==> config.mk <==
export PLATFORM = sky130hd
export DESIGN_NAME = dpram64_writer
export DESIGN_NICKNAME = d
export VERILOG_FILES = /design/src/rtl/dpram64_writer.sv
export SDC_FILE = /design/constraint.sdc
export NUM_CORES = 1
export LEC_CHECK = 0
export CORE_MARGIN = 8
export CORE_UTILIZATION = 45
export CTS_BUF_LIST = sky130_fd_sc_hd__clkbuf_4 sky130_fd_sc_hd__clkbuf_8 sky130_fd_sc_hd__clkbuf_16
export CTS_CLUSTER_SIZE = 12
export DETAILED_ROUTE_END_ITERATION = 16
export HOLD_SLACK_MARGIN = 0.06
export MAX_ROUTING_LAYER = met4
export PLACE_DENSITY = 0.69
export SLEW_MARGIN = 20
export SYNTH_ARGS = -nofsm -noshare
export SYNTH_HDL_FRONTEND = slang
export SYNTH_SLANG_ARGS = --single-unit
==> constraint.sdc <==
create_clock -name clk -period 10.7 [get_ports clk]
set_input_delay 2.14 -clock clk [delete_from_list [all_inputs] [get_ports clk]]
set_output_delay 2.14 -clock clk [all_outputs]
set_load 0.005 [all_outputs]
==> src/rtl/dpram64_writer.sv <==
// rtl/dpram64_writer.sv - byte stream to 64-bit dual-port RAM writer with lane packing
// Packs accepted bytes into 8-byte words and issues one registered write per word.
module dpram64_writer #(
    parameter int SIZE = 4096,
    parameter int AW   = $clog2(SIZE)
) (
    input  logic          clk,
    input  logic          rst,
    input  logic          start,
    input  logic [AW-1:0] base_addr,
    input  logic [AW:0]   len,
    input  logic          abort,
    input  logic [7:0]    i_data,
    input  logic          i_valid,
    output logic          o_ready,
    output logic [7:0]    we,
    output logic [63:0]   din,
    output logic [AW-1:0] waddr,
    output logic          busy,
    output logic          done
);

    typedef enum logic {IDLE = 1'b0, RUN = 1'b1} state_t;

    state_t        state_q, state_d;
    logic [AW-1:0] cur_addr_q;
    logic [AW:0]   remaining_q;
    logic [63:0]   pack_q;
    logic [7:0]    mask_q;
    logic [7:0]    we_q;
    logic [63:0]   din_q;
    logic [AW-1:0] waddr_q;
    logic          done_q;
    logic          run_c;

    logic [2:0]    lane;
    logic [7:0]    lane_bit;
    logic [63:0]   merged;
    logic          accept;
    logic          last;
    logic          flush;

    assign lane     = cur_addr_q[2:0];
    assign lane_bit = 8'd1 << lane;
    assign merged   = pack_q | ({56'd0, i_data} << {lane, 3'b000});
    // A byte offered alongside abort is refused so the partial word dies cleanly.
    assign accept   = i_valid && run_c && !abort;
    assign last     = (remaining_q == {{AW{1'b0}}, 1'b1});
    assign flush    = (lane == 3'd7) || last;

    always_ff @(posedge clk or posedge rst) begin
        if (rst) begin
            state_q <= IDLE;
        end else begin
            state_q <= state_d;
        end
    end

    always_comb begin
        state_d = state_q;
        case (state_q)
            IDLE: if (start && (len != '0)) state_d = RUN;
            RUN: begin
                if (abort)              state_d = IDLE;
                else if (accept && last) state_d = IDLE;
            end
            default: state_d = IDLE;
        endcase
    end

    always_comb begin
        run_c   = (state_q == RUN);
        busy    = run_c;
        o_ready = run_c;
    end

    always_ff @(posedge clk or posedge rst) begin
        if (rst) begin
            cur_addr_q  <= '0;
            remaining_q <= '0;
            pack_q      <= '0;
            mask_q      <= '0;
            we_q        <= '0;
            din_q       <= '0;
            waddr_q     <= '0;
            done_q      <= 1'b0;
        end else begin
            we_q   <= '0;
            din_q  <= '0;
            done_q <= 1'b0;
            if (!run_c && start) begin
                cur_addr_q  <= base_addr;
                remaining_q <= len;
                pack_q      <= '0;
                mask_q      <= '0;
                if (len == '0) done_q <= 1'b1;
            end else if (run_c && abort) begin
                pack_q <= '0;
                mask_q <= '0;
            end else if (accept) begin
                cur_addr_q  <= cur_addr_q + 1'b1;
                remaining_q <= remaining_q - 1'b1;
                if (flush) begin
                    we_q    <= mask_q | lane_bit;
                    din_q   <= merged;
                    waddr_q <= {cur_addr_q[AW-1:3], 3'b000};
                    done_q  <= last;
                    pack_q  <= '0;
                    mask_q  <= '0;
                end else begin
                    pack_q <= merged;
                    mask_q <= mask_q | lane_bit;
                end
            end
        end
    end

    assign we    = we_q;
    assign din   = din_q;
    assign waddr = waddr_q;
    assign done  = done_q;

endmodule

* Word-level counts from Yosys, hierarchy flattened
Cells that the tools add are included.
** Word-level totals
- Input bits :: 38
- Bits in registers :: 180
- Output and inout bits :: 87
** Cells by class
- Reduce and logical (&&, ||, !) cells :: 15
- Multiplexer cells :: 31
- Equality and inequality tests :: 3
- Bitwise gates (word level) :: 5
- Shift operators :: 2
- Add/sub/neg operators :: 2
** Operator list (count)
- $mux W64 :: 8
- $mux W8 :: 8
- $or A64 B64 Y64 :: 1
- $shl A8 B6 Y64 :: 1
- $mux W13 :: 3
- $mux W12 :: 3
- $eq A13 B1 Y1 const B :: 1
- $logic_not A13 Y1 :: 1
- $reduce_bool A13 Y1 :: 1
- $sub A13 B1 Y13 const B :: 1
- $add A12 B1 Y12 const B :: 1
- $mux W1 :: 8
- $or A8 B8 Y8 :: 1
- $shl A1 B3 Y8 const A :: 1
- $logic_and A1 B1 Y1 :: 6
- $reduce_and A4 Y1 :: 1
- $eq A3 B3 Y1 const B :: 1
- $not A1 Y1 :: 3
- $reduce_bool A3 Y1 :: 1
- $logic_not A1 Y1 :: 2
- $ne A2 B2 Y1 const B :: 1
- $pmux W1 S2 :: 1
- $reduce_and A2 Y1 :: 1
- $reduce_bool A2 Y1 :: 1
- $logic_or A1 B1 Y1 :: 1

* Logic depth before layout (Yosys ltp)
Gate-level depths: netlist (run 1).
- Depth in word-level cells :: 6
- Gate-level depth with buffers :: 8

* Least setup slack after synthesis (run 1)
No wires, ideal clock.
- Path kind :: in2reg
- Start :: in abort
- End :: reg remaining_q[11]
- Stages :: 5
- Setup time :: 0.070 ns
- Path slack :: 7.198 ns
- Path buffers :: 1
- Arrival time :: 3.432 ns
- Cells stage by stage :: nand3b_1 > or3_1 > clkbuf_1 > or4_1 > nand3_1
** Between the ends
- Word-level cells in the longest chain between the ends :: 4
- Elaborated cells on any way between the ends :: 6
- Classes of those cells :: eq/ne: 1; reduce/logical: 5
** RTL lines
- start, declared :: line 12 : input logic abort,
- $logic_not A1 Y1 :: line 47 : assign accept = i_valid && run_c && !abort;
- $logic_and A1 B1 Y1 :: line 47
- $reduce_bool A2 Y1 (no line)
- $reduce_and A2 Y1 (no line) *
- end signal, assigned :: line 93 : remaining_q <= len;
- end signal, assigned :: line 102 : remaining_q <= remaining_q - 1'b1;
- end, declared :: line 27 : logic [AW:0] remaining_q;
Mark *: on every way between the ends. The rest lies on a longest branch, timed or not.
A chain may end at the register's enable or synchronous reset.

* Final worst setup path (run 1)
- Start :: in abort
- End :: reg waddr_q[4], in the netlist waddr[4]
** Between the ends
- Word-level cells in the longest chain between the ends :: 3
- Elaborated cells on any way between the ends :: 5
- Classes of those cells :: bitwise: 1; reduce/logical: 4
** RTL lines
- $logic_not A1 Y1 / $logic_and A1 B1 Y1 (equally long branches) :: line 47, 97
- $logic_and A1 B1 Y1 / $not A1 Y1 (equally long branches)
- $reduce_and A4 Y1 (no line) *
- end signal, assigned :: line 106 : waddr_q <= {cur_addr_q[AW-1:3], 3'b000};
- end, declared :: line 32 : logic [AW-1:0] waddr_q;
Marks and branches as above.

==> results of run 1 <==
==> power by group <==
part | leakage (nW) | internal (mW) | switching (mW)
clock | 0.293 | 0.399 | 0.259
sequential | 2.45 | 0.727 | 0.0520
combinational | 1.19 | 0.115 | 0.168
==> area by class of cell <==
type | count | area (µm²)
Clock buffer | 20 | 447.9
Clock inverter | 12 | 180.2
Fill cell | 1357 | 7173
Inverter | 9 | 38.79
Multi-Input combinational cell | 449 | 2535
Sequential cell | 180 | 4504
Tap cell | 220 | 275.3
Timing Repair Buffer | 126 | 1252
==> registers in the layout, indices dropped and copies added, names as in the netlist <==
register     count
waddr            9
mask_q           8
done             1
remaining_q     13
busy             1
cur_addr_q      12
we               8
din             64
pack_q          64
==> synth_stat cells (all sizes together) (4+ instances only) <==
library cell  instances
nand3                 8
buf                  26
clkbuf               45
nor2b                 9
nand2                19
inv                   9
dfrtp               180
a21oi                77
a41oi                 6
nand4                 4
or3                   6
mux2                  9
nor3                  4
and3b                 4
and2                  9
o211ai               16
o21ai                 5
o311ai               10
a31oi                65
ha                    8
nor2                151
or4                   6
==> metrics by stage <==
stage | instances | worst slack (ps) | hold slack [ps]
final | 1016 | 6744 | 497.7
after global routing | 1016 | 6549 | 510.0
after CTS | 1016 | 6729 | 492.4
after detailed placement | 984 | 6279 | 478.0
after global placement | 984 | 6346 | 476.6
after floorplan | 709 | 3673 | 452.4
==> path summary, 6_finish.rpt <==
| kind | start | end | slack, ps | depth (start not counted) |
|---|---|---|---|---|
| max | abort | waddr[4]$_DFFE_PP0P_ | 6740 | 6 |
| min | pack_q[7]$_DFFE_PP0P_ | pack_q[7]$_DFFE_PP0P_ | 500 | 2 |
| max reg2reg | cur_addr_q[0]$_DFFE_PP0P_ | pack_q[40]$_DFFE_PP0P_ | 7670 | 7 |
| min reg2reg | pack_q[7]$_DFFE_PP0P_ | pack_q[7]$_DFFE_PP0P_ | 500 | 2 |
| max in group asynchronous | rst | din[56]$_DFF_PP0_ | 7160 | 3 |
| min in group asynchronous | rst | din[62]$_DFF_PP0_ | 2210 | 2 |
==> routing by layer <==
metal | GRT usage | vias to the layer above
li1 | - | 2626
met1 | 0.2372 | 2889
met2 | 0.3144 | 252
met3 | 0.03478 | 33
met4 | 0.06736 | 0
met5 | - | -
==> cells by family (layout without fill, tap and decap cells) <==
family / after synthesis / after routing / synth area share
other: 1 / 3 / 0.0005020
adder cells (fa/ha/maj): 8 / 8 / 0.01340
AND/OR/NAND/NOR: 236 / 236 / 0.1466
flip-flops: 180 / 180 / 0.6030
buffers and inverters: 80 / 167 / 0.06097
AO/OA/AOI/OAI: 192 / 192 / 0.1608
XOR/XNOR: 1 / 1 / 0.001173
multiplexers: 9 / 9 / 0.01357
==> critical path, stage by stage <==
cell and delay [ps]:
clkdlybuf4s50_1 510, and3b_1 190, buf_4 230, o21ai_4 140, buf_4 620, mux2_2 410
==> flow_summary.ini, run 1 <==
[clock_network]
cts_made_buffers = 17
clk_path_buf_depth = 2
ctsResizeCount = 0
root_buffer = clkbuf_16
post_cts_buffers = 0
clk_pin_slew_ps = 70
ctsHoldBuffers = 0
cts.sinks = 180
clk_latency_ps = 430
cts_htree_levels = 4
cts_tree = built

[logic_synthesis]
synth_edf_count = 0
syn_area_mm2 = 0.007470
syn_area_per_cell_um2 = 10.57
async_reset_ff_frac = 1.000
synthCells = 707
synthTopCellsByArea = dfrtp_1 60%, nor2_1 7.1%, a31oi_1 5.4%, a21oi_1 5.2%, buf_6 2.6%
synth_cell_types = 49
synth_top_cell_by_area = dfrtp_1
synth-seq-cells = 180
synth_top_area_frac = 0.6030
ys.flop_type = dfrtp_1
yosysWarnings = 0
synth_seq_area_share = 0.6030

[detailed_routing]
wl_met2_um = 9607
drtPass1Iterations = 6
route.met3.wl_um = 1244
wl_per_cell_um = 18.94
wl_met1_um = 8016
top_layer_used = met4
postRouteAntennaNets = 0
route.vias.total = 5800
drt-initial-drc-count = 508
via_per_inst = 5.709
post-route-drc-count = 0
drt-total-wl_um = 19240

[floorplan]
die_area_mm2 = 0.02098
die_y_um = 144.8
pin_count = 125
core_mm2 = 0.01641
die_w_um = 144.8
num_rows = 47
initial_core_util = 0.4553

[timing]
rsz0062_at_grt = false
tightest_slew_ps = 1042
finalSetupViolations = 0
hold_viol = 0
clock_skew_ps = 6.398
slew_violations = 0
finalCritPeriodShare = 0.3697
setup_tns_ps = 0
period_minus_slack_ps = 3956
max_freq_mhz = 252.8
slew_headroom = 0.3036

[cells_and_area]
final_util = 0.5628
diodes = 0
syn_to_final_growth_pct = 23.62
nets = 829
layout_common_cells = 180 x dfrtp_1, 141 x nor2_1, 121 x clkdlybuf4s50_1
layout_commonest_cell = dfrtp_1
layout-drive-gt1-share = 0.08543
stdcell_area_mm2 = 0.009234

[setup_path]
cp-start-kind = primary input
cp.arrival_ps = 4270
path_class = primary input to flop
end_kind = flop
required_ps = 11010
cp_max_fo = 77

[placement]
port_buffers = 121
hpwl_um = 12610
placed_cell_area_mm2 = 0.008592
gp_congestion = 0.8628

[power_and_ir_drop]
p_leak_nw = 3.936
peakVddDrop_mv = 0.1352
pwr_density_cell_mw_per_mm2 = 186.2
p_total_mw = 1.720

[global_routing]
grt_max_degree = 97
antenna_found_initial = 0
grt_usage = 0.1925
grt_overflow = 0
grt_first_pass_wirelength_um = 30330
grt_pass1_vias = 5742

[flow_run]
maxCapViolations = 0

[hold_path]
hold_class = flop to flop

[status]
status = complete, no violations
(Power assumes the default switching activity.)
==> inputs of run 2 (changes only) <==
Settings changed: PLACE_DENSITY 0.69 to 0.72.
Clock period 10.7 ns to 3.15 ns, I/O delays scaled along.
==> run 2 against run 1 <==
  * Non-clock buffer count increased by 31
  * Count of clock-buffer cells in the layout is 3 lower
  * Worst hold slack got worse by 0.85 ps
  * Worst setup slack got worse by 6300 ps
  * Largest cell class unchanged
==> flow_summary.ini, run 2 (synthesis gave the netlist of run 1 again) <==
[status]
status = complete, no violations

[detailed_routing]
drt-total-wl_um = 20090
postRouteAntennaNets = 0
via_per_inst = 5.634
wl_per_cell_um = 19.18
route.vias.total = 5899
drt-initial-drc-count = 703
drtPass1Iterations = 7
post-route-drc-count = 0

[timing]
final.setup.worst_slack_ps = 493.4
hold_viol = 0
slew_headroom = 0.3259
max_freq_mhz = 376.4
finalCritPeriodShare = 0.8434
rsz0062_at_grt = false
setup_tns_ps = 0
finalSetupViolations = 0
slew_violations = 0
clock_skew_ps = 13.65
period_minus_slack_ps = 2657
tightest_slew_ps = 1007

[placement]
placed_cell_area_mm2 = 0.008861
port_buffers = 121
gp_congestion = 0.8715
hpwl_um = 13660
dpl_worst_slack_ps = 435.5

[cells_and_area]
num-fill-cells = 1363
layout_commonest_cell = dfrtp_1
layout_common_cells = 180 x dfrtp_1, 141 x nor2_1, 121 x clkdlybuf4s50_1
syn_to_final_growth_pct = 26.68
stdcell_area_mm2 = 0.009463
diodes = 0
seqCellArea_mm2 = 0.004504
multi_input_area_mm2 = 0.002525
nets = 860
layout-drive-gt1-share = 0.1173

[clock_network]
cts_made_buffers = 17
root_buffer = clkbuf_16
clk_pin_slew_ps = 70
post_cts_buffers = 0
cts.sinks = 180
cts_tree = built
ctsResizeCount = 0
clk_path_buf_depth = 2
cts_htree_levels = 4
clk_latency_ps = 440
ctsHoldBuffers = 0

[hold_path]
hold_end = pack_q[42]$_DFFE_PP0P_
hold_depth = 2
hold_class = flop to flop
worstHoldStart = pack_q[42]$_DFFE_PP0P_

[power_and_ir_drop]
p_sw_frac = 0.2932
p_sw_mw = 1.707
combPwrFrac = 0.184
clkPwrFrac = 0.367
seq_power_share = 0.449
peakVddDrop_mv = 0.4451
pwr_density_cell_mw_per_mm2 = 615.4
p_leak_nw = 4.084
p_int_mw = 4.116

[setup_path]
ff2ff_setup_slack_ps = 490
worstRegToRegCells = 7
r2r-end = pack_q[20]$_DFFE_PP0P_
path_class = flop to flop
required_ps = 3460
cp_max_fo = 64
reg2reg_from = remaining_q[1]$_DFFE_PP0P_
cp-start-kind = flop
end_kind = flop
cp.arrival_ps = 2970

[floorplan]
die_area_mm2 = 0.02098
die_w_um = 144.8
initial_core_util = 0.4553
core_mm2 = 0.01641
pin_count = 125
die_y_um = 144.8
num_rows = 47

[global_routing]
grt_pass1_vias = 5925
grt_first_pass_wirelength_um = 31300
grt_overflow = 0
grt_usage = 0.2017
antenna_found_initial = 0
grt_max_degree = 76

[flow_run]
maxCapViolations = 0
run 2: cell count changes in the layout (fill, tap and decap cells not counted):
cell       delta
clkinv_8      +1
clkbuf_4      -3
nor3b_2       -2
nor3b_1       +2
clkinv_2      +1
inv_8         +3
bufinv_16     -2
buf_12        +3
buf_4        +29
buf_6         -1
run 2: critical path, cell delays in order (launching register included):
cell,delay (ps)
dfrtp_1,380
inv_1,110
ha_1,170
or3b_2,490
o41a_1,580
o21ai_4,350
buf_12,340
nor2_1,100
run 2: stage by stage:
step / utilization / power, mW / std cells / hold slack (ps)
after floorplan: - / 3.283 / 709 / 452.4
after global placement: 0.5401 / 3.682 / 1015 / 474.6
after detailed placement: 0.5401 / 3.714 / 1015 / 479.8
after CTS: 0.5768 / 5.852 / 1047 / 497.0
after global routing: 0.5768 / 6.056 / 1047 / 518.8
final: 0.5768 / 5.823 / 1047 / 496.9
run 2: worst max-delay path by stage:
stage	from	end	slack (ps)	depth (start not counted)
CTS	remaining_q[1]$_DFFE_PP0P_	pack_q[44]$_DFFE_PP0P_	490	7
detailed placement	abort	pack_q[19]$_DFFE_PP0P_	440	6
global route	remaining_q[1]$_DFFE_PP0P_	pack_q[21]$_DFFE_PP0P_	400	7
global placement	abort	pack_q[19]$_DFFE_PP0P_	550	6
finish	remaining_q[1]$_DFFE_PP0P_	pack_q[20]$_DFFE_PP0P_	490	7
floorplan	rst	busy$_DFF_PP0_	210	1
run 2: power groups by stage:
stage | Clock (mW) | Sequential (mW) | Combinational [mW]
floorplan | 0 | 2.61 | 0.671
global placement | 0 | 2.64 | 1.04
detailed placement | 0 | 2.65 | 1.06
CTS | 2.17 | 2.61 | 1.07
global route | 2.26 | 2.64 | 1.16
finish | 2.14 | 2.62 | 1.07
run 2: layer usage:
metal,vias to the layer above,GRT usage,wire [µm]
li1,2679,-,-
met1,2897,0.2520,8340
met2,286,0.3137,9735
met3,37,0.04462,1545
met4,0,0.08269,463
met5,-,-,0
run 2: cell type report:
class | count | share of cell area
multi-input combinational | 449 | 0.2668
clock buffer | 17 | 0.04496
tap | 220 | 0.02909
sequential | 180 | 0.4760
inverter | 9 | 0.003967
clock inverter | 15 | 0.01864
timing repair buffer | 157 | 0.1605
==> inputs of run 3 (changes only) <==
Clock period 3.15 ns to 2.4 ns, I/O delays scaled along.
==> run 3 against run 2 <==
  * Register-to-register slack lost 380 ps
  * Highest routed layer unchanged
  * Global-route usage grew 0.39 points
  * Sequential power grew 30%
  * Largest cell class unchanged
  * Non-clock buffer count grew 11
  * Sequential share of layout area shrank 0.49 points
  * Critical endpoint is now pack_q[30]$_DFFE_PP0P_
==> flow_summary.ini, run 3 (synthesis gave the netlist of run 1 again) <==
[clock_network]
cts_htree_levels = 4
ctsHoldBuffers = 0
cts_tree = built
cts_made_buffers = 17
cts.sinks = 180
clk_pin_slew_ps = 70
clk_path_buf_depth = 2
root_buffer = clkbuf_16
clk_latency_ps = 440

[cells_and_area]
layout-drive-gt1-share = 0.1280
diodes = 0
stdcell_area_mm2 = 0.009562
syn_to_final_growth_pct = 28.01
layout_common_cells = 180 x dfrtp_1, 141 x nor2_1, 121 x clkdlybuf4s50_1
nets = 871
instances_no_fill = 1056
layout_commonest_cell = dfrtp_1

[timing]
slew_headroom = 0.5570
final.setup.worst_slack_ps = 111.4
hold_slack_ps = 495.8
period_minus_slack_ps = 2289
tightest_slew_ps = 661.9
hold_viol = 0
rsz0062_at_grt = false
slew_violations = 0
finalSetupViolations = 0
clock_skew_ps = 10.51
finalCritPeriodShare = 0.9536
max_freq_mhz = 437.0

[detailed_routing]
postRouteAntennaNets = 0
via_per_inst = 5.710
drt-initial-drc-count = 658
post-route-drc-count = 0
drt-total-wl_um = 20210
route.vias.total = 6030
wl_per_cell_um = 19.14
drtPass1Iterations = 5

[placement]
hpwl_um = 13700
dpl_worst_slack_ps = 70.01
placed_cell_area_mm2 = 0.008981
dp_cells = 1026
port_buffers = 121
gp_congestion = 0.8874

[setup_path]
cp-start-kind = flop
end_kind = flop
cp.arrival_ps = 2610
required_ps = 2720
cp_max_fo = 61
path_class = flop to flop

[floorplan]
die_y_um = 144.8
core_mm2 = 0.01641
die_area_mm2 = 0.02098
initial_core_util = 0.4553
die_w_um = 144.8
pin_count = 125
num_rows = 47

[power_and_ir_drop]
p_total_mw = 7.589
pwr_density_cell_mw_per_mm2 = 793.7
peakVddDrop_mv = 0.5344
p_leak_nw = 4.146

[global_routing]
antenna_found_initial = 0
grt_first_pass_wirelength_um = 32100
grt_usage = 0.2056
grt_overflow = 0
grt_max_degree = 95
grt_pass1_vias = 6167

[hold_path]
hold_class = flop to flop

[flow_run]
maxCapViolations = 0

[status]
status = complete, no violations
## run 3: cell count changes in the layout (fill, tap and decap cells not counted), sizes merged
cell / delta
clkbuf: +2
buf: +11
bufinv: -1
clkinvlp: -2
clkinv: -1
## run 3: final cells by class
type / count / area, µm²
Fill cell: 1322 / 6845
Sequential cell: 180 / 4504
Inverter: 9 / 37.54
Multi-Input combinational cell: 449 / 2531
Clock buffer: 19 / 452.9
Tap cell: 220 / 275.3
Timing Repair Buffer: 168 / 1643
Clock inverter: 11 / 117.6
## run 3: per-layer routing
metal	GRT usage	share of wire	vias to the layer above
li1	-	-	2718
met1	0.2572	0.41	2985
met2	0.3156	0.49	276
met3	0.04659	0.067	51
met4	0.09091	0.030	0
met5	-	0	-
## run 3: worst max-delay path, cell delays in order, from the launching register on
cell and delay, ps:
dfrtp_1 370, inv_1 100, ha_1 140, or3b_2 470, or4_4 560, buf_12 230
a31oi_1 200, nor2_1 70
## run 3: final timing paths
check	slack (ps)	endpoint	depth (start not counted)	from
worst max-delay path	110	pack_q[30]$_DFFE_PP0P_	7	remaining_q[1]$_DFFE_PP0P_
worst min-delay path	500	pack_q[46]$_DFFE_PP0P_	2	pack_q[46]$_DFFE_PP0P_
worst max register to register	110	pack_q[30]$_DFFE_PP0P_	7	remaining_q[1]$_DFFE_PP0P_
worst min register to register	500	pack_q[46]$_DFFE_PP0P_	2	pack_q[46]$_DFFE_PP0P_
max in group asynchronous	1430	pack_q[47]$_DFFE_PP0P_	3	rst
min in group asynchronous	560	we[2]$_DFF_PP0_	3	rst
## run 3: per-stage QoR
step                        util  setup TNS [ps]
after floorplan                -          -69950
after global placement    0.5474               0
after detailed placement  0.5474               0
after CTS                 0.5822               0
after global routing      0.5828               0
final                     0.5828               0
## run 3: report_power, final
group	internal [mW]	switching [mW]	total, mW
logic	0.645	0.833	1.48
registers	3.24	0.171	3.41
clock network	1.50	1.20	2.70
total	5.38	2.21	7.59
## run 3: what timing repair did
item,CTS,global route
setup endpoints to repair,0,4
gates resized for setup,0,2
setup buffers,0,0
